### src/rtl/div_pkg.sv
// div_pkg -- shared definitions for the sequential restoring divider.
//   state_e : controller states (IDLE, CALC, DONE)
//   DIV_DW  : default dividend/quotient width
//   DIV_VW  : default divisor/remainder width
package div_pkg;

  localparam int unsigned DIV_DW = 8;
  localparam int unsigned DIV_VW = 4;

  typedef enum logic [1:0] {
    IDLE = 2'd0,
    CALC = 2'd1,
    DONE = 2'd2
  } state_e;

endpackage

### src/rtl/div_step.sv
// div_step -- one combinational restoring-division step.
//   rem_in   [VW-1:0] : partial remainder entering the step
//   dvd_bit           : next dividend bit (MSB first)
//   divisor  [VW-1:0] : divisor
//   rem_out  [VW-1:0] : partial remainder leaving the step
//   q_bit             : quotient bit produced by the step
module div_step
  import div_pkg::*;
#(
  parameter int unsigned VW = DIV_VW
) (
  input  logic [VW-1:0] rem_in,
  input  logic          dvd_bit,
  input  logic [VW-1:0] divisor,
  output logic [VW-1:0] rem_out,
  output logic          q_bit
);

  logic [VW:0] trial;

  always_comb begin
    trial   = {rem_in, dvd_bit};
    rem_out = trial[VW-1:0];
    q_bit   = 1'b0;
    if (divisor == '0) begin
      // Division by zero saturates: remainder pinned to all ones, every
      // quotient bit set, so the full run yields all-ones for both.
      rem_out = '1;
      q_bit   = 1'b1;
    end else if (trial >= {1'b0, divisor}) begin
      // rem_in < divisor keeps the difference below divisor, so the
      // modulo-2^VW subtraction on the low bits is exact.
      rem_out = trial[VW-1:0] - divisor;
      q_bit   = 1'b1;
    end
  end

endmodule

### src/rtl/div_seq.sv
// div_seq -- sequential unsigned restoring divider, one quotient bit per cycle.
//   clk, rst_n         : clock (rising edge), asynchronous active-low reset
//   in_valid/in_ready  : operand handshake (accepted only in IDLE)
//   dividend [DW-1:0]  : unsigned dividend
//   divisor  [VW-1:0]  : unsigned divisor
//   out_valid/out_ready: result handshake (result held until accepted)
//   quotient [DW-1:0]  : unsigned quotient
//   remainder[VW-1:0]  : unsigned remainder
//   div0               : only with DIV_SEQ_DIV0_EN defined; flags a
//                        divide-by-zero result produced in a single cycle
// Macro DIV_SEQ_DIV0_EN: enables the fast divide-by-zero path and div0 port.
// Without it a zero divisor runs the normal DW steps and saturates to all ones.
module div_seq
  import div_pkg::*;
#(
  parameter int unsigned DW = DIV_DW,
  parameter int unsigned VW = DIV_VW
) (
  input  logic          clk,
  input  logic          rst_n,
  input  logic          in_valid,
  output logic          in_ready,
  input  logic [DW-1:0] dividend,
  input  logic [VW-1:0] divisor,
  output logic          out_valid,
  input  logic          out_ready,
  output logic [DW-1:0] quotient,
  output logic [VW-1:0] remainder
`ifdef DIV_SEQ_DIV0_EN
  ,
  output logic          div0
`endif
);

  localparam int unsigned CW = $clog2(DW + 1);

  state_e        state, state_nxt;
  logic [DW-1:0] work;      // dividend bits shift out at the top, quotient bits in at the bottom
  logic [VW-1:0] dvs;
  logic [VW-1:0] rem;
  logic [CW-1:0] cnt;
  logic [VW-1:0] step_rem;
  logic          step_q;
  logic          accept;
  logic          last;
  logic          zero_fast;

  div_step #(.VW(VW)) u_step (
    .rem_in  (rem),
    .dvd_bit (work[DW-1]),
    .divisor (dvs),
    .rem_out (step_rem),
    .q_bit   (step_q)
  );

  assign accept = (state == IDLE) && in_valid;
  // cnt reaches DW one cycle after the final step; that cycle publishes the result.
  assign last   = (cnt == CW'(DW));

`ifdef DIV_SEQ_DIV0_EN
  assign zero_fast = (divisor == '0);
`else
  assign zero_fast = 1'b0;
`endif

  always_ff @(posedge clk or negedge rst_n) begin
    if (!rst_n) begin
      state <= IDLE;
    end else begin
      state <= state_nxt;
    end
  end

  always_comb begin
    state_nxt = state;
    in_ready  = 1'b0;
    out_valid = 1'b0;
    unique case (state)
      IDLE: begin
        in_ready = 1'b1;
        if (in_valid) begin
          state_nxt = zero_fast ? DONE : CALC;
        end
      end
      CALC: begin
        if (last) begin
          state_nxt = DONE;
        end
      end
      DONE: begin
        out_valid = 1'b1;
        if (out_ready) begin
          state_nxt = IDLE;
        end
      end
      default: state_nxt = IDLE;
    endcase
  end

  always_ff @(posedge clk or negedge rst_n) begin
    if (!rst_n) begin
      work      <= '0;
      dvs       <= '0;
      rem       <= '0;
      cnt       <= '0;
      quotient  <= '0;
      remainder <= '0;
`ifdef DIV_SEQ_DIV0_EN
      div0      <= 1'b0;
`endif
    end else if (accept) begin
      work <= dividend;
      dvs  <= divisor;
      rem  <= '0;
      cnt  <= '0;
`ifdef DIV_SEQ_DIV0_EN
      if (zero_fast) begin
        quotient  <= '1;
        remainder <= '1;
        div0      <= 1'b1;
      end
`endif
    end else if (state == CALC) begin
      if (!last) begin
        work <= (work << 1) | DW'(step_q);
        rem  <= step_rem;
        cnt  <= cnt + CW'(1);
      end else begin
        quotient  <= work;
        remainder <= rem;
`ifdef DIV_SEQ_DIV0_EN
        div0      <= 1'b0;
`endif
      end
    end
  end

endmodule

### config.mk
export PLATFORM = sky130hd
export DESIGN_NAME = div_seq
export DESIGN_NICKNAME = d
export VERILOG_FILES = /design/src/rtl/div_pkg.sv /design/src/rtl/div_step.sv /design/src/rtl/div_seq.sv
export SDC_FILE = /design/constraint.sdc
export NUM_CORES = 1
export LEC_CHECK = 0
export CAP_MARGIN = 5
export CORE_ASPECT_RATIO = 1.4
export CORE_MARGIN = 4
export CORE_UTILIZATION = 47
export DETAILED_ROUTE_END_ITERATION = 16
export PLACE_DENSITY = 0.75
export SLEW_MARGIN = 20
export SYNTH_ARGS = -nofsm -noshare
export SYNTH_HDL_FRONTEND = slang
export SYNTH_HIERARCHICAL = 1
export SYNTH_SLANG_ARGS = --single-unit
### constraint.sdc
create_clock -name clk -period 1.9 [get_ports clk]
set_input_delay 0.38 -clock clk [delete_from_list [all_inputs] [get_ports clk]]
set_output_delay 0.38 -clock clk [all_outputs]
set_load 0.02 [all_outputs]
# Word level (Yosys, flattened, before mapping)

Index checks and enable logic that the tools add are counted.

Register bits after elaboration: 34
Input port bits: 16
Output and inout port bits: 14
Logic and storage cells: 45

Add/sub/neg operators: 2
Magnitude comparators: 1
Eq/ne operators: 7
Multiplexer cells: 19
Bitwise operators: 2
Reduce and logical (&&, ||, !) cells: 7

Operator list:

| kind                  | count |
|---|---|
| $mux W4               | 8 |
| $mux W8               | 3 |
| $ne A2 B2 Y1 const B  | 4 |
| $or A8 B1 Y8          | 1 |
| $mux W2               | 3 |
| $pmux W2 S3           | 1 |
| $reduce_and A3 Y1     | 2 |
| $ge A5 B4 Y1          | 1 |
| $add A4 B1 Y4 const B | 1 |
| $eq A4 B4 Y1 const B  | 1 |
| $logic_not A4 Y1      | 1 |
| $mux W1               | 4 |
| $sub A4 B4 Y4         | 1 |
| $eq A2 B1 Y1 const B  | 1 |
| $eq A2 B2 Y1 const B  | 1 |
| $logic_not A2 Y1      | 1 |
| $reduce_and A2 Y1     | 1 |
| $reduce_bool A2 Y1    | 1 |
| $logic_and A1 B1 Y1   | 1 |
| $not A1 Y1            | 1 |

# Longest topological paths before layout

Gate-level depths: netlist (run 1).

Depth in word-level cells: 7
Gate-level depth with buffers: 9

# By module

The synthesis (run 1) kept the hierarchy.

Modules (own cells, without submodules):

| module   | instances | cells each | area an instance (um2) | sequential area each (um2) |
|---|---|---|---|---|
| div_seq  | 1         | 113        | 1467.7                 | 850.8 |
| div_step | 1         | 41         | 315.3                  | 0.0 |

# Least setup slack after synthesis (run 1)

No wires, ideal clock.

Path type: register -> register
Start: register rem[2]
End: register work[0]
Library setup time: 0.126 ns
Arrival: 1.706 ns
Data required time: 1.774 ns
Setup slack: 0.068 ns
Cell stages (with the launch flop): 8
Path buffers: 0
Clock period less this slack: 1.832 ns
Cell sequence: dfrtp_1 -> ha_1 -> o21a_1 -> a31oi_2 -> o21a_1 -> nand2_1 -> and3_1 -> a221o_1

Word-level cells in the longest chain between the ends: 7

Ends and longest elaborated chain:

| element                  | line           | RTL |
|---|---|---|
| start: declaration       | div_seq.sv:40  | `logic [VW-1:0] rem;` |
| start signal: assignment | div_seq.sv:126 | `rem <= step_rem;` |
| $ge A5 B4 Y1             | div_step.sv:30 | `end else if (trial >= {1'b0, divisor}) begin` |
| $mux W1                  | div_step.sv:30 |  |
| $mux W1                  | div_step.sv:25 | `if (divisor == '0) begin` |
| named net step_q         | div_seq.sv:43  | `logic step_q;` |
| $or A8 B1 Y8             | div_seq.sv:125 | `work <= (work << 1) \| DW'(step_q);` |
| $mux W8                  | div_seq.sv:124 | `if (!last) begin` |
| $mux W8                  | div_seq.sv:123 | `end else if (state == CALC) begin` |
| $mux W8                  | div_seq.sv:111 | `end else if (accept) begin` |
| end signal: assignment   | div_seq.sv:112 | `work <= dividend;` |
| end signal: assignment   | div_seq.sv:125 |  |
| end: declaration         | div_seq.sv:38  | `logic [DW-1:0] work;` |

The timed path passes the listed nets, and every way through them passes these cells. The select of a mux whose other input is x is not followed.
A chain may end at the register's enable or synchronous reset.

# Worst setup path after layout (run 1)

Start: register dvs[2]
End: register rem[2]

Word-level cells in the longest chain between the ends: 6

Ends and longest elaborated chain:

| element                                       | line                           | RTL |
|---|---|---|
| start: declaration                            | div_seq.sv:39                  | `logic [VW-1:0] dvs;` |
| start signal: assignment                      | div_seq.sv:113                 | `dvs <= divisor;` |
| $sub A4 B4 Y4 or $ge A5 B4 Y1 (tied branches) | div_step.sv:33, div_step.sv:30 |  |
| $mux W4                                       | div_step.sv:30                 |  |
| $mux W4 (*)                                   | div_step.sv:25                 |  |
| named net step_rem[2]                         | div_seq.sv:42                  | `logic [VW-1:0] step_rem;` |
| $mux W4 (*)                                   | div_seq.sv:124                 |  |
| $mux W4 (*)                                   | div_seq.sv:123                 |  |
| $mux W4 (*)                                   | div_seq.sv:111                 |  |

Mark *: on every way through the listed nets, which the timed path passes. The rest lies on a longest branch. The select of a mux whose other input is x is not followed.

==> results.yml, run 1 <==
setup_path:
  cp.required_ps: 2110
  critPathKind: "flip-flop to flip-flop"
  critPathMaxFanout: 5
  start_kind: "flip-flop"
  cp_slowest_stage_delay_ps: 410
  cp_slowest_cell: "dfrtp_1"
  crit_family: "compound AO/OA/AOI/OAI gates"
  setup.worst_path.end_class: "flip-flop"
  crit_chain: "inv_2, ha_2, buf_4, nor4_4, nor3_1, a21oi_2, o31ai_2, nand3_1, o21ai_1"
  crit_buf_inv: 2
  cp.arrival_ps: 2040
synth:
  synth_warnings: 6
  synth_common_cells: "dfrtp_1, mux2_2, inv_1"
  synth-seq-cells: 34
  netlist_instances: 154
  synth-seq-area-share_pct: 47.72
  yosysMostFrequentCell: "dfrtp_1"
  synth_largest_area_cell: "dfrtp_1"
  synth_cell_types: 41
  syn_nets: 177
  synth_edf_count: 0
  synth.area.top_cells: "dfrtp_1, mux2_2, a221o_1"
  synth_ff_type: "dfrtp_1"
  async_reset_ff_share_pct: 100.0
  yosysTopAreaCellShare_pct: 47.72
  syn_area_per_cell_um2: 11.58
  syn_area_mm2: 0.001783
routing:
  viasPerCell: 5.770
  drt-initial-drc-count: 47
  antenna_left: 0
  wl_per_cell_um: 17.86
  dr.pass1.iters: 5
  drt_drc_violations_left: 0
  drt_wl_total_mm: 4.358
  vias: 1408
cts:
  cts_inserted_buffers: 5
  cts_sinks: 34
  cts_max_path_buffers: 2
  cts_hold_buf: 0
  worstSkewPairLatency_ps: 280
  cts-htree-levels: 2
  cts_tree: "done"
  path_clk_slew_ps: 70
  clockRootBuffer: "clkbuf_8"
placement:
  globalplace.congestion: 0.8241
  placed_area_mm2: 0.002202
  dp_hpwl_mm: 3.128
  port_buffers: 29
final_layout:
  drive_gt1_share_pct: 28.71
  diodes: 0
  multi_input_area_um2: 927.1
  final_util_pct: 65.90
  syn2layout_area_growth_pct: 34.67
  regArea_um2: 850.8
  final_cell_area_mm2: 0.002401
  fin_nets: 224
  fill_cells: 285
sta:
  relSlewSlack_pct: 71.02
  clock.fmax_ghz: 0.5452
  setup_viol: 0
  max_slew.worst_pin.slew_ps: 433.1
  fin_crit_sh_pct: 96.54
  fin_skew_ps: 3.406
  period_needed_ps: 1834
  finalHoldViolCount: 0
  setup-tns-final_ps: 0
  maxSlewViolCount: 0
  holdWs_ps: 499.2
pwr:
  p_per_area_mw_per_mm2: 2068
  ir_worst_vdd_mv: 1.229
  p_total_mw: 4.965
  power.leakage_nw: 1.106
grt:
  grt_pass1_wl_mm: 7.231
  grt_usage_pct: 20.44
  antenna_found_initial: 0
  grt_max_degree: 35
  grt_pass1_vias: 1497
  overflow: 0
die:
  rows: 26
  die_w_um: 60.06
  start_util_pct: 48.94
  die_area_mm2: 0.004857
  die_h_um: 80.88
  ioPinCount: 30
  coreArea_mm2: 0.003643
run:
  maxCapViolations: 0
hold_path:
  hold_path_class: "input pin to asynchronous set/reset pin"
status:
  outcome: "finished, final reports clean"
-- worst register-to-register path: cells and delay by family, from the launching register on --
family,cells,cell delay [ps]
compound gates,3,480
simple gates,3,470
flops,1,410
buf+inv,2,220
fa+ha+maj,1,180
-- layout by cell type, fill, tap and decap left out, types with 2 or more instances in the layout --
| cell type | synthesis | layout |
|---|---|---|
| mux2_2 | 12 | 12 |
| nand3_1 | 7 | 7 |
| o21ai_1 | 0 | 3 |
| inv_2 | 0 | 3 |
| o21ai_0 | 6 | 3 |
| nor2b_1 | 3 | 3 |
| clkbuf_8 | 0 | 8 |
| o21a_1 | 2 | 2 |
| ha_1 | 6 | 2 |
| ha_4 | 0 | 3 |
| inv_1 | 11 | 8 |
| buf_4 | 1 | 17 |
| clkdlybuf4s50_1 | 0 | 27 |
| a21o_1 | 3 | 3 |
| and3_1 | 10 | 10 |
| dfrtp_1 | 34 | 34 |
| mux2_4 | 4 | 4 |
| nand2_1 | 9 | 9 |
| nor2_2 | 1 | 2 |
| a221o_1 | 8 | 8 |
| o211ai_1 | 4 | 4 |
| nor2_1 | 4 | 3 |
-- stage by stage --
| step | instances | setup WS (ps) |
|---|---|---|
| global placement | 235 | 61.97 |
| floorplan | 154 | 67.97 |
| CTS | 243 | 1.278 |
| finish | 244 | 65.73 |
| global route | 244 | -65.11 |
| detailed placement | 235 | 2.595 |
-- where the power goes --
| group | total (mW) | leakage (nW) | internal (mW) | switching [mW] |
|---|---|---|---|---|
| combinational | 2.97 | 0.637 | 1.53 | 1.44 |
| sequential | 1.39 | 0.412 | 1.09 | 0.294 |
| clock | 0.613 | 0.0575 | 0.366 | 0.248 |
| total | 4.97 | 1.11 | 2.99 | 1.98 |
-- repair_timing --
item,in CTS,in global routing
pin swaps,0,4
buffers inserted,0,1
endpoints found under the hold margin,0,0
gates resized for setup,3,18
setup endpoints to repair,3,6
-- flip-flops by register name, summed over array words and instances, names as in the netlist --
signal     cells
quotient       8
dvs            4
work           8
remainder      4
rem            4
cnt            4
state          2
-- cell type report --
cell class              count  share of cell area [%]
multi-input cells         103                   38.61
well taps                  42                   2.189
clock buffers               8                   4.586
flip-flops and latches     34                   35.44
inverters                  11                   1.720
repair buffers             46                   17.46
-- kinds of logic (layout without fill, tap and decap cells) --
logic type	Yosys count	in the layout	synth area share, %
adders and majority gates	7	7	5.333
AOI/OAI and AO/OA	33	33	16.07
DFF	34	34	47.72
muxes	18	18	12.14
and+or+nand+nor	45	45	13.96
buffers and inverters	17	65	4.772
-- worst paths after layout --
kind                             startpoint           to  slack, ps  cells past startpoint
worst max-delay path                 dvs[2]       rem[2]         70                      9
worst min-delay path                  rst_n  quotient[4]        500                      2
worst max register to register       dvs[2]       rem[2]         70                      9
worst min register to register  quotient[5]  quotient[5]        510                      1
max in group asynchronous             rst_n      work[1]       1100                      2
min in group clk                quotient[5]  quotient[5]        510                      1
-- layer usage --
layer	up-vias	wire length (µm)	GRT usage [%]
li1	665	-	-
met1	689	1606	22.76
met2	41	2436	35.39
met3	13	175	4.769
met4	0	140	10.42
met5	-	0	0
Power figures use the tool's default switching activity.
==> inputs of run 2 (changes only) <==
--- a/config.mk
+++ b/config.mk
@@ -8,9 +8,10 @@
 export CAP_MARGIN = 5
 export CORE_ASPECT_RATIO = 1.4
 export CORE_MARGIN = 4
-export CORE_UTILIZATION = 47
+export CORE_UTILIZATION = 49
+export CTS_BUF_LIST = sky130_fd_sc_hd__clkbuf_8
 export DETAILED_ROUTE_END_ITERATION = 16
-export PLACE_DENSITY = 0.75
+export PLACE_DENSITY = 0.77
 export SLEW_MARGIN = 20
 export SYNTH_ARGS = -nofsm -noshare
 export SYNTH_HDL_FRONTEND = slang
==> results.yml, run 2 (synthesis results as in run 1) <==
routing:
  antenna_left: 0
  drt_wl_total_mm: 4.161
  drt-initial-drc-count: 55
  drt_drc_violations_left: 0
  dr.pass1.iters: 4
  wl_per_cell_um: 17.34
  viasPerCell: 5.858
  vias: 1406
final_layout:
  diodes: 0
  layout_common_cells: "dfrtp_1, clkdlybuf4s50_1, buf_4"
  syn2layout_area_growth_pct: 30.67
  final_cell_area_mm2: 0.002330
  final_util_pct: 67.71
  drive_gt1_share_pct: 23.50
  fin_nets: 224
  mostFrequentLayoutCell: "dfrtp_1"
  reg.largest.list: "quotient: 8 flops, work: 8 flops"
grt:
  grtUsageMet1_pct: 21.64
  grt_pass1_vias: 1473
  overflow: 0
  use_met2_pct: 34.29
  grt_max_degree: 35
  grt_use_met3_pct: 3.074
  busiest_layer: "met2"
  grt_pass1_wl_mm: 6.837
  antenna_found_initial: 0
  grt_usage_pct: 19.22
die:
  die_w_um: 58.98
  start_util_pct: 51.82
  ioPinCount: 30
  die_area_mm2: 0.004682
  die_h_um: 79.38
  rows: 25
  coreArea_mm2: 0.003441
cts:
  cts_inserted_buffers: 5
  cts_hold_buf: 0
  worstSkewPairLatency_ps: 280
  cts_tree: "done"
  path_clk_slew_ps: 60
  cts-htree-levels: 2
  cts_sinks: 34
  cts_max_path_buffers: 2
  clockRootBuffer: "clkbuf_8"
sta:
  fin_crit_sh_pct: 101.4
  relSlewSlack_pct: 69.95
  setup_viol: 1
  finalHoldViolCount: 0
  fin_skew_ps: 5.377
  clock.fmax_ghz: 0.5193
  maxSlewViolCount: 0
  setup_slack_ps: -25.67
  max_slew.worst_pin.slew_ps: 449.1
  period_needed_ps: 1926
  rsz0062_at_grt: "yes"
placement:
  port_buffers: 29
  placed_area_mm2: 0.002200
  globalplace.congestion: 0.8093
  dp_hpwl_mm: 2.993
setup_path:
  setup.worst_path.start: "dvs[3]"
  critPathKind: "flip-flop to flip-flop"
  cp.arrival_ps: 2080
  ff2ff_path_depth: 8
  start_kind: "flip-flop"
  cp.required_ps: 2050
  cp-endpoint: "work[0]"
  critPathMaxFanout: 3
  setup.worst_path.end_class: "flip-flop"
  ff2ff_setup_slack_ps: -30
  reg2reg_to: "work[0]"
  rr_startpoint: "dvs[3]"
pwr:
  p_per_area_mw_per_mm2: 2020
  ir_worst_vdd_mv: 1.134
  p_total_mw: 4.705
  power.leakage_nw: 1.093
hold_path:
  hold_path_class: "input pin to asynchronous set/reset pin"
status:
  outcome: "finished, violations left"
  failed_checks: "setup timing"
run:
  maxCapViolations: 0
run 2: report_power, final:
| group | internal (mW) | switching [mW] |
|---|---|---|
| combinational | 1.46 | 1.39 |
| sequential | 1.09 | 0.265 |
| clock | 0.279 | 0.226 |
run 2: through the flow:
step | TNS (ps) | hold WS (ps) | setup slack [ps] | cells
detailed placement | -26.61 | 490.9 | -26.61 | 233
finish | -25.67 | 502.1 | -25.67 | 240
CTS | 0 | 505.6 | 5.994 | 239
global placement | 0 | 471.1 | 62.92 | 233
global route | -248.1 | 510.7 | -96.56 | 240
floorplan | 0 | 84.41 | 67.97 | 154
run 2: repair_timing:
item | in CTS | in global routing
setup endpoints to repair | 2 | 6
buffers inserted | 0 | 1
hold endpoints to repair | 0 | 0
pin swaps | 0 | 2
gates resized for setup | 2 | 5
run 2: worst min-delay path by stage:
stage / from / slack, ps / endpoint
floorplan: rst_n / 80 / cnt[0]
global placement: remainder[2] / 470 / remainder[2]
detailed placement: remainder[2] / 490 / remainder[2]
CTS: rst_n / 510 / remainder[1]
global route: remainder[2] / 510 / remainder[2]
finish: rst_n / 500 / remainder[1]
run 2: layer usage:
layer | share of wire (%) | routed length, µm
met5 | 0 | 0
met4 | 2.9 | 121
met3 | 3.8 | 160
met2 | 53 | 2226
met1 | 40 | 1653
run 2: worst max-delay path, stage by stage (launching register included):
cell and delay (ps):
dfrtp_1 380, inv_1 140, ha_4 240, o21a_1 110, a31oi_2 220, o21a_1 220, nand2_1 70, and3_1 160
a221o_1 270
run 2: final cells by class:
type	instances	area (µm²)
Inverter	11	41.29
Clock buffer	6	82.58
Sequential cell	34	850.8
Tap cell	40	50.05
Timing Repair Buffer	46	419.2
Multi-Input combinational cell	103	885.9
Fill cell	272	1111
